File: src/rtl/kbd_event_writer_pkg.sv
// Shared types and constants for the keyboard event writer.
// Defines the FSM state enum, event-word field layout and default buffer addresses.
package kbd_writer_pkg;

    typedef enum logic [1:0] {
        IDLE    = 2'd0,
        WR_EVT  = 2'd1,
        WR_HEAD = 2'd2
    } wr_state_t;

    localparam int TS_LSB    = 16;
    localparam int TS_W      = 16;
    localparam int PRESS_BIT = 8;
    localparam int CODE_W    = 8;

    localparam logic [31:0] DEF_BUF_BASE  = 32'h0000_1000;
    localparam logic [31:0] DEF_HEAD_ADDR = 32'h0000_0FFC;

    // Packs one key event into the memory word layout; unused bits stay zero.
    function automatic logic [31:0] event_word(input logic [TS_W-1:0]   ts,
                                               input logic              pressed,
                                               input logic [CODE_W-1:0] code);
        logic [31:0] w;
        w                  = '0;
        w[TS_LSB +: TS_W]  = ts;
        w[PRESS_BIT]       = pressed;
        w[CODE_W-1:0]      = code;
        return w;
    endfunction

endpackage

File: src/rtl/kbd_event_writer_if.sv
// Key-event handshake plus data-port write bus of the keyboard event writer.
// master = the writer block, slave = key-scan logic / memory / arbiter side.
interface kbd_event_writer_if;
    import kbd_writer_pkg::*;

    logic              key_valid;
    logic [CODE_W-1:0] key_code;
    logic              key_pressed;
    logic              key_ready;
    logic              mem_req;
    logic              mem_gnt;
    logic [31:0]       data_addr;
    logic [31:0]       data_in;
    logic              wr_en;

    modport master (
        input  key_valid, key_code, key_pressed, mem_gnt,
        output key_ready, mem_req, data_addr, data_in, wr_en
    );

    modport slave (
        output key_valid, key_code, key_pressed, mem_gnt,
        input  key_ready, mem_req, data_addr, data_in, wr_en
    );

endinterface

File: src/rtl/kbd_timestamp_ctr.sv
// Free-running 16-bit event timestamp counter, wraps silently.
// Only instantiated when KBD_TIMESTAMP_EN is defined.
module kbd_timestamp_ctr
    import kbd_writer_pkg::*;
(
    input  logic            clk,
    input  logic            reset,
    output logic [TS_W-1:0] count
);

    logic [TS_W-1:0] r_count;

    always_ff @(posedge clk or posedge reset) begin
        if (reset) begin
            r_count <= '0;
        end else begin
            r_count <= r_count + TS_W'(1);
        end
    end

    assign count = r_count;

endmodule

File: src/rtl/kbd_event_writer.sv
// Writes accepted key events into a circular buffer in data memory, then publishes the head index.
// Optional KBD_TIMESTAMP_EN adds a 16-bit timestamp in bits [31:16] of each event word.
module kbd_event_writer
    import kbd_writer_pkg::*;
#(
    parameter logic [31:0] BUF_BASE  = DEF_BUF_BASE,
    parameter int          BUF_DEPTH = 16,
    parameter logic [31:0] HEAD_ADDR = DEF_HEAD_ADDR,
    parameter int          PTR_W     = $clog2(BUF_DEPTH)
)
(
    input  logic             clk,
    input  logic             reset,
    kbd_event_writer_if.master bus,
    input  logic [PTR_W-1:0] cons_ptr,
    output logic [PTR_W-1:0] head_ptr,
    output logic [7:0]       overflow_cnt
);

    wr_state_t        r_state;
    wr_state_t        w_next_state;
    logic [PTR_W-1:0] r_head;
    logic [7:0]       r_ovf;
    logic             r_mem_req;
    logic [31:0]      r_addr;
    logic [31:0]      r_data;
    logic [TS_W-1:0]  w_ts;
    logic [PTR_W-1:0] w_head_next;
    logic             w_full;
    logic             w_accept;

`ifdef KBD_TIMESTAMP_EN
    kbd_timestamp_ctr u_ts (
        .clk   (clk),
        .reset (reset),
        .count (w_ts)
    );
`else
    assign w_ts = '0;
`endif

    // One slot always stays empty so full and empty remain distinguishable.
    assign w_head_next = r_head + PTR_W'(1);
    assign w_full      = (w_head_next == cons_ptr);
    assign w_accept    = bus.key_valid && (r_state == IDLE);

    always_ff @(posedge clk or posedge reset) begin
        if (reset) begin
            r_state <= IDLE;
        end else begin
            r_state <= w_next_state;
        end
    end

    always_comb begin
        w_next_state  = r_state;
        bus.key_ready = 1'b0;
        bus.wr_en     = 1'b0;
        case (r_state)
            IDLE: begin
                bus.key_ready = 1'b1;
                if (w_accept && !w_full) begin
                    w_next_state = WR_EVT;
                end
            end
            WR_EVT: begin
                bus.wr_en = bus.mem_gnt;
                if (bus.mem_gnt) begin
                    w_next_state = WR_HEAD;
                end
            end
            WR_HEAD: begin
                bus.wr_en = bus.mem_gnt;
                if (bus.mem_gnt) begin
                    w_next_state = IDLE;
                end
            end
            default: w_next_state = IDLE;
        endcase
    end

    // Address/data are loaded only on state entry so they hold steady while a grant is pending.
    always_ff @(posedge clk or posedge reset) begin
        if (reset) begin
            r_head    <= '0;
            r_ovf     <= '0;
            r_mem_req <= 1'b0;
            r_addr    <= '0;
            r_data    <= '0;
        end else begin
            case (r_state)
                IDLE: begin
                    if (w_accept) begin
                        if (!w_full) begin
                            r_addr    <= BUF_BASE + (32'(r_head) << 2);
                            r_data    <= event_word(w_ts, bus.key_pressed, bus.key_code);
                            r_mem_req <= 1'b1;
                        end else if (r_ovf != 8'hFF) begin
                            r_ovf <= r_ovf + 8'd1;
                        end
                    end
                end
                WR_EVT: begin
                    if (bus.mem_gnt) begin
                        r_head <= w_head_next;
                        r_addr <= HEAD_ADDR;
                        r_data <= 32'(w_head_next);
                    end
                end
                WR_HEAD: begin
                    if (bus.mem_gnt) begin
                        r_mem_req <= 1'b0;
                    end
                end
                default: ;
            endcase
        end
    end

    assign bus.mem_req   = r_mem_req;
    assign bus.data_addr = r_addr;
    assign bus.data_in   = r_data;
    assign head_ptr      = r_head;
    assign overflow_cnt  = r_ovf;

endmodule
File: src/flat_wrapper.sv
// flat-port wrapper written by rule: the top's interface ports become plain ports
module kbd_event_writer_flat import kbd_writer_pkg::*;
#(
    parameter logic [31:0] BUF_BASE  = DEF_BUF_BASE,
    parameter int          BUF_DEPTH = 16,
    parameter logic [31:0] HEAD_ADDR = DEF_HEAD_ADDR,
    parameter int          PTR_W     = $clog2(BUF_DEPTH)
)
  (clk, reset, cons_ptr, head_ptr, overflow_cnt, bus_key_valid, bus_key_code, bus_key_pressed, bus_mem_gnt, bus_key_ready, bus_mem_req, bus_data_addr, bus_data_in, bus_wr_en);
  kbd_event_writer_if bus_i ();
  input  logic clk;
  input  logic reset;
  input  logic [PTR_W-1:0] cons_ptr;
  output logic [PTR_W-1:0] head_ptr;
  output logic [7:0] overflow_cnt;
  input wire logic [$bits(bus_i.key_valid)-1:0] bus_key_valid;
  input wire logic [$bits(bus_i.key_code)-1:0] bus_key_code;
  input wire logic [$bits(bus_i.key_pressed)-1:0] bus_key_pressed;
  input wire logic [$bits(bus_i.mem_gnt)-1:0] bus_mem_gnt;
  output wire logic [$bits(bus_i.key_ready)-1:0] bus_key_ready;
  output wire logic [$bits(bus_i.mem_req)-1:0] bus_mem_req;
  output wire logic [$bits(bus_i.data_addr)-1:0] bus_data_addr;
  output wire logic [$bits(bus_i.data_in)-1:0] bus_data_in;
  output wire logic [$bits(bus_i.wr_en)-1:0] bus_wr_en;
  assign bus_i.key_valid = bus_key_valid;
  assign bus_i.key_code = bus_key_code;
  assign bus_i.key_pressed = bus_key_pressed;
  assign bus_i.mem_gnt = bus_mem_gnt;
  assign bus_key_ready = bus_i.key_ready;
  assign bus_mem_req = bus_i.mem_req;
  assign bus_data_addr = bus_i.data_addr;
  assign bus_data_in = bus_i.data_in;
  assign bus_wr_en = bus_i.wr_en;
  kbd_event_writer #(.BUF_BASE(BUF_BASE), .BUF_DEPTH(BUF_DEPTH), .HEAD_ADDR(HEAD_ADDR), .PTR_W(PTR_W)) u_core (.clk(clk), .reset(reset), .bus(bus_i), .cons_ptr(cons_ptr), .head_ptr(head_ptr), .overflow_cnt(overflow_cnt));
endmodule
File: config.mk
export PLATFORM = sky130hd
export DESIGN_NAME = kbd_event_writer_flat
export DESIGN_NICKNAME = d
export VERILOG_FILES = /design/src/rtl/kbd_event_writer_pkg.sv /design/src/rtl/kbd_event_writer_if.sv /design/src/rtl/kbd_timestamp_ctr.sv /design/src/rtl/kbd_event_writer.sv /design/src/flat_wrapper.sv
export SDC_FILE = /design/constraint.sdc
export NUM_CORES = 1
export LEC_CHECK = 0
export BUFFER_PORTS_ARGS = -buffer_cell sky130_fd_sc_hd__buf_2
export CORE_MARGIN = 4
export CORE_UTILIZATION = 52
export CTS_BUF_LIST = sky130_fd_sc_hd__clkbuf_2 sky130_fd_sc_hd__clkbuf_4 sky130_fd_sc_hd__clkbuf_8
export DETAILED_ROUTE_END_ITERATION = 8
export GPL_TIMING_DRIVEN = 0
export PLACE_DENSITY_LB_ADDON = 0.25
export SYNTH_ARGS = -nofsm -noshare
export SYNTH_HDL_FRONTEND = slang
export SYNTH_SLANG_ARGS = --single-unit
File: constraint.sdc
create_clock -name clk -period 5.35 [get_ports clk]
set_input_delay 0.535 -clock clk [delete_from_list [all_inputs] [get_ports clk]]
set_output_delay 0.535 -clock clk [all_outputs]
set_load 0.03 [all_outputs]
==> flow_metrics.py <==
metrics = {
    "outcome": {
        "status": "completed",
    },
    "placement": {
        "placed_cell_area_um2": 2530,
        "dp_hpwl_um": 3170,
        "portBuffers": 49,
        "gp_congestion": 0.801,
    },
    "clocking": {
        "clock_path_buffers": 2,
        "cts_resized": 0,
        "path_clk_slew_ns": 0.06,
        "root_buffer": "clkbuf_8",
        "numCtsBuffers": 5,
        "cts_tree": "built",
        "insertion_delay_ns": 0.28,
        "htree_levels": 2,
        "cts_sinks": 30,
        "ctsHoldBuffers": 0,
        "post_cts_buffers": 0,
    },
    "finish": {
        "syn_to_final_growth_pct": 26.6,
        "final_cell_mix": "51 x buf_2, 49 x buf_4, 44 x conb_1",
        "drive_gt1_frac": 0.434,
        "antenna_cells": 0,
        "stdcell_area_um2": 2620,
        "nets": 321,
        "final_common_cell": "buf_2",
    },
    "yosys": {
        "synthMuxAreaShare": 0.114,
        "synth_top_family_by_area": "buffers and inverters",
        "synth_xor_area_frac": 0.0860,
        "synth-async-reset-ratio": 1.00,
        "ys.flop_type": "dfrtp_1",
        "synth_cells": 199,
        "avgSynthCellArea_um2": 10.4,
        "ys_seq_elements": 30,
        "synth-edff-count": 0,
        "ys_types": 39,
        "synthAdderAreaFrac": 0.0363,
        "synth_compound_area_frac": 0.0654,
        "yosys.area_share.simple": 0.113,
        "synth_seq_area_share": 0.363,
        "ys_warn_count": 0,
        "syn_area_um2": 2070,
    },
    "floorplan": {
        "rows": 22,
        "io_pins": 96,
        "dieArea_um2": 5050,
        "die_x_um": 71.0,
        "coreArea_um2": 3740,
        "start_util": 0.552,
        "die_h_um": 71.0,
    },
    "setup_path": {
        "cp_slowest_cell": "dfrtp_1",
        "cp-endpoint": "u_core.bus.data_addr[11]$_DFFE_PP0P_",
        "rr_worst_depth": 6,
        "cp-end-kind": "flop",
        "startpoint": "u_core.head_ptr[0]$_DFFE_PP0P_",
        "r2r_slack_ns": 3.16,
        "crit_path_start_kind": "flop",
        "crit_buf_inv": 1,
        "r2r_start": "u_core.head_ptr[0]$_DFFE_PP0P_",
        "critPathMaxFanout": 10,
        "crit_chain": "ha_1 -> xnor2_1 -> nand4_2 -> o221ai_4 -> buf_6 -> mux2_4",
        "cp.required_ns": 5.52,
        "worst-path-stages": 6,
        "critPathMaxStageDelay_ns": 0.46,
        "crit_family": "flip-flops",
        "worstSetupPathType": "reg -> reg",
        "critical_path_arrival_ns": 2.36,
        "r2r-end": "u_core.bus.data_addr[11]$_DFFE_PP0P_",
    },
    "timing": {
        "finalSetupViolations": 0,
        "hold_viol": 0,
        "setup_tns_ns": 0,
        "fin_skew_ns": 0.00467,
        "slew_headroom": 0.231,
        "period_share": 0.409,
        "fmax_ghz": 0.457,
        "slew_violations": 0,
        "min_period_ns": 2.19,
        "tightest_slew_ns": 1.15,
        "rsz0062_at_grt": "no",
    },
    "detailed_routing": {
        "ant_nets": 0,
        "vias": 1522,
        "routed_wl_um": 4010,
        "viasPerCell": 4.41,
        "drt_iter0_markers": 56,
        "remaining_drc_errors": 0,
        "wl_per_cell_um": 11.6,
        "dr.pass1.iters": 4,
    },
    "pwr": {
        "p_leak_nw": 1.48,
        "p_per_area_nw_per_um2": 589,
        "peakVddDrop_v": 0.000311,
    },
    "global_routing": {
        "track_usage": 0.159,
        "grt_pass1_vias": 1393,
        "grt_max_degree": 31,
        "grt_pass1_wl_um": 6440,
        "antenna_found_initial": 0,
        "grt_remaining_overflow": 0,
    },
    "min_path": {
        "hold_path.class": "reg -> reg",
    },
    "flow_run": {
        "cap_violations": 0,
    },
}
==> worst min path at each step <==
stage | startpoint | end | depth (start not counted)
final | u_core.bus.data_in[4]$_DFFE_PP0P_ | u_core.bus.data_in[4]$_DFFE_PP0P_ | 1
after global routing | u_core.bus.data_in[3]$_DFFE_PP0P_ | u_core.bus.data_in[3]$_DFFE_PP0P_ | 1
after CTS | u_core.bus.data_in[3]$_DFFE_PP0P_ | u_core.bus.data_in[3]$_DFFE_PP0P_ | 1
after detailed placement | u_core.bus.data_in[3]$_DFFE_PP0P_ | u_core.bus.data_in[3]$_DFFE_PP0P_ | 1
after global placement | u_core.bus.data_in[2]$_DFFE_PP0P_ | u_core.bus.data_in[2]$_DFFE_PP0P_ | 1
after floorplan | u_core.r_state[0]$_DFFE_PP0P_ | u_core.r_state[0]$_DFFE_PP0P_ | 1
==> cells by family after synthesis <==
kind of cell | after synthesis
flip-flops | 30
AND/OR/NAND/NOR | 42
AO/OA/AOI/OAI | 16
other | 1
XOR/XNOR | 17
multiplexers | 20
adder cells (fa/ha/maj) | 6
buffers and inverters | 67
==> routing by layer <==
| metal | up-vias | global-route usage | wire length, µm |
|---|---|---|---|
| li1 | 771 | - | - |
| met4 | 0 | 0.0501 | 48 |
| met2 | 63 | 0.271 | 1950 |
| met3 | 7 | 0.0597 | 408 |
| met1 | 681 | 0.186 | 1610 |
| met5 | - | 0 | 0 |
==> metrics by stage <==
step	utilization	worst slack (ns)	std cells	hold WS, ns	power (mW)
after floorplan	-	3.17	242	0.509	1.17
after global placement	0.676	3.16	339	0.485	1.35
after detailed placement	0.676	3.12	339	0.487	1.38
after CTS	0.699	3.13	345	0.501	1.56
after global routing	0.699	3.02	345	0.515	1.65
final	0.699	3.16	345	0.500	1.54
==> flip-flops by register name, summed over array words and instances, names as in the netlist <==
| name | count |
|---|---|
| u_core.bus.data_in | 9 |
| u_core.overflow_cnt | 8 |
| u_core.bus.data_addr | 6 |
| u_core.head_ptr | 4 |
| u_core.r_state | 2 |
| u_core.bus.mem_req | 1 |
==> synth_stat cells (all sizes together) (4+ instances only) <==
cell type	number	area, µm²
buf	53	400
dfrtp	30	751
ha	6	75.1
inv	11	41.3
mux2	14	176
mux2i	6	60.1
nand2	5	18.8
nand3	8	40.0
nor2	9	33.8
nor2b	5	31.3
nor3	4	20.0
xnor2	5	51.3
xor2	11	104
==> final cells by class <==
| type | instances | area (µm²) |
|---|---|---|
| fillers | 312 | 1130 |
| multi-input cells | 145 | 1020 |
| flip-flops and latches | 30 | 751 |
| plain buffers | 56 | 412 |
| repair buffers | 49 | 245 |
| clock buffers | 6 | 82.6 |
| well taps | 48 | 60.1 |
| inverters | 11 | 41.3 |
==> power breakdown <==
group | total [mW] | internal [mW] | leakage, nW | switching, mW
clock | 0.179 | 0.0990 | 0.0431 | 0.0801
combinational | 0.967 | 0.388 | 1.07 | 0.578
sequential | 0.394 | 0.320 | 0.371 | 0.0743
total | 1.54 | 0.807 | 1.48 | 0.733
Power figures use the tool's default switching activity.
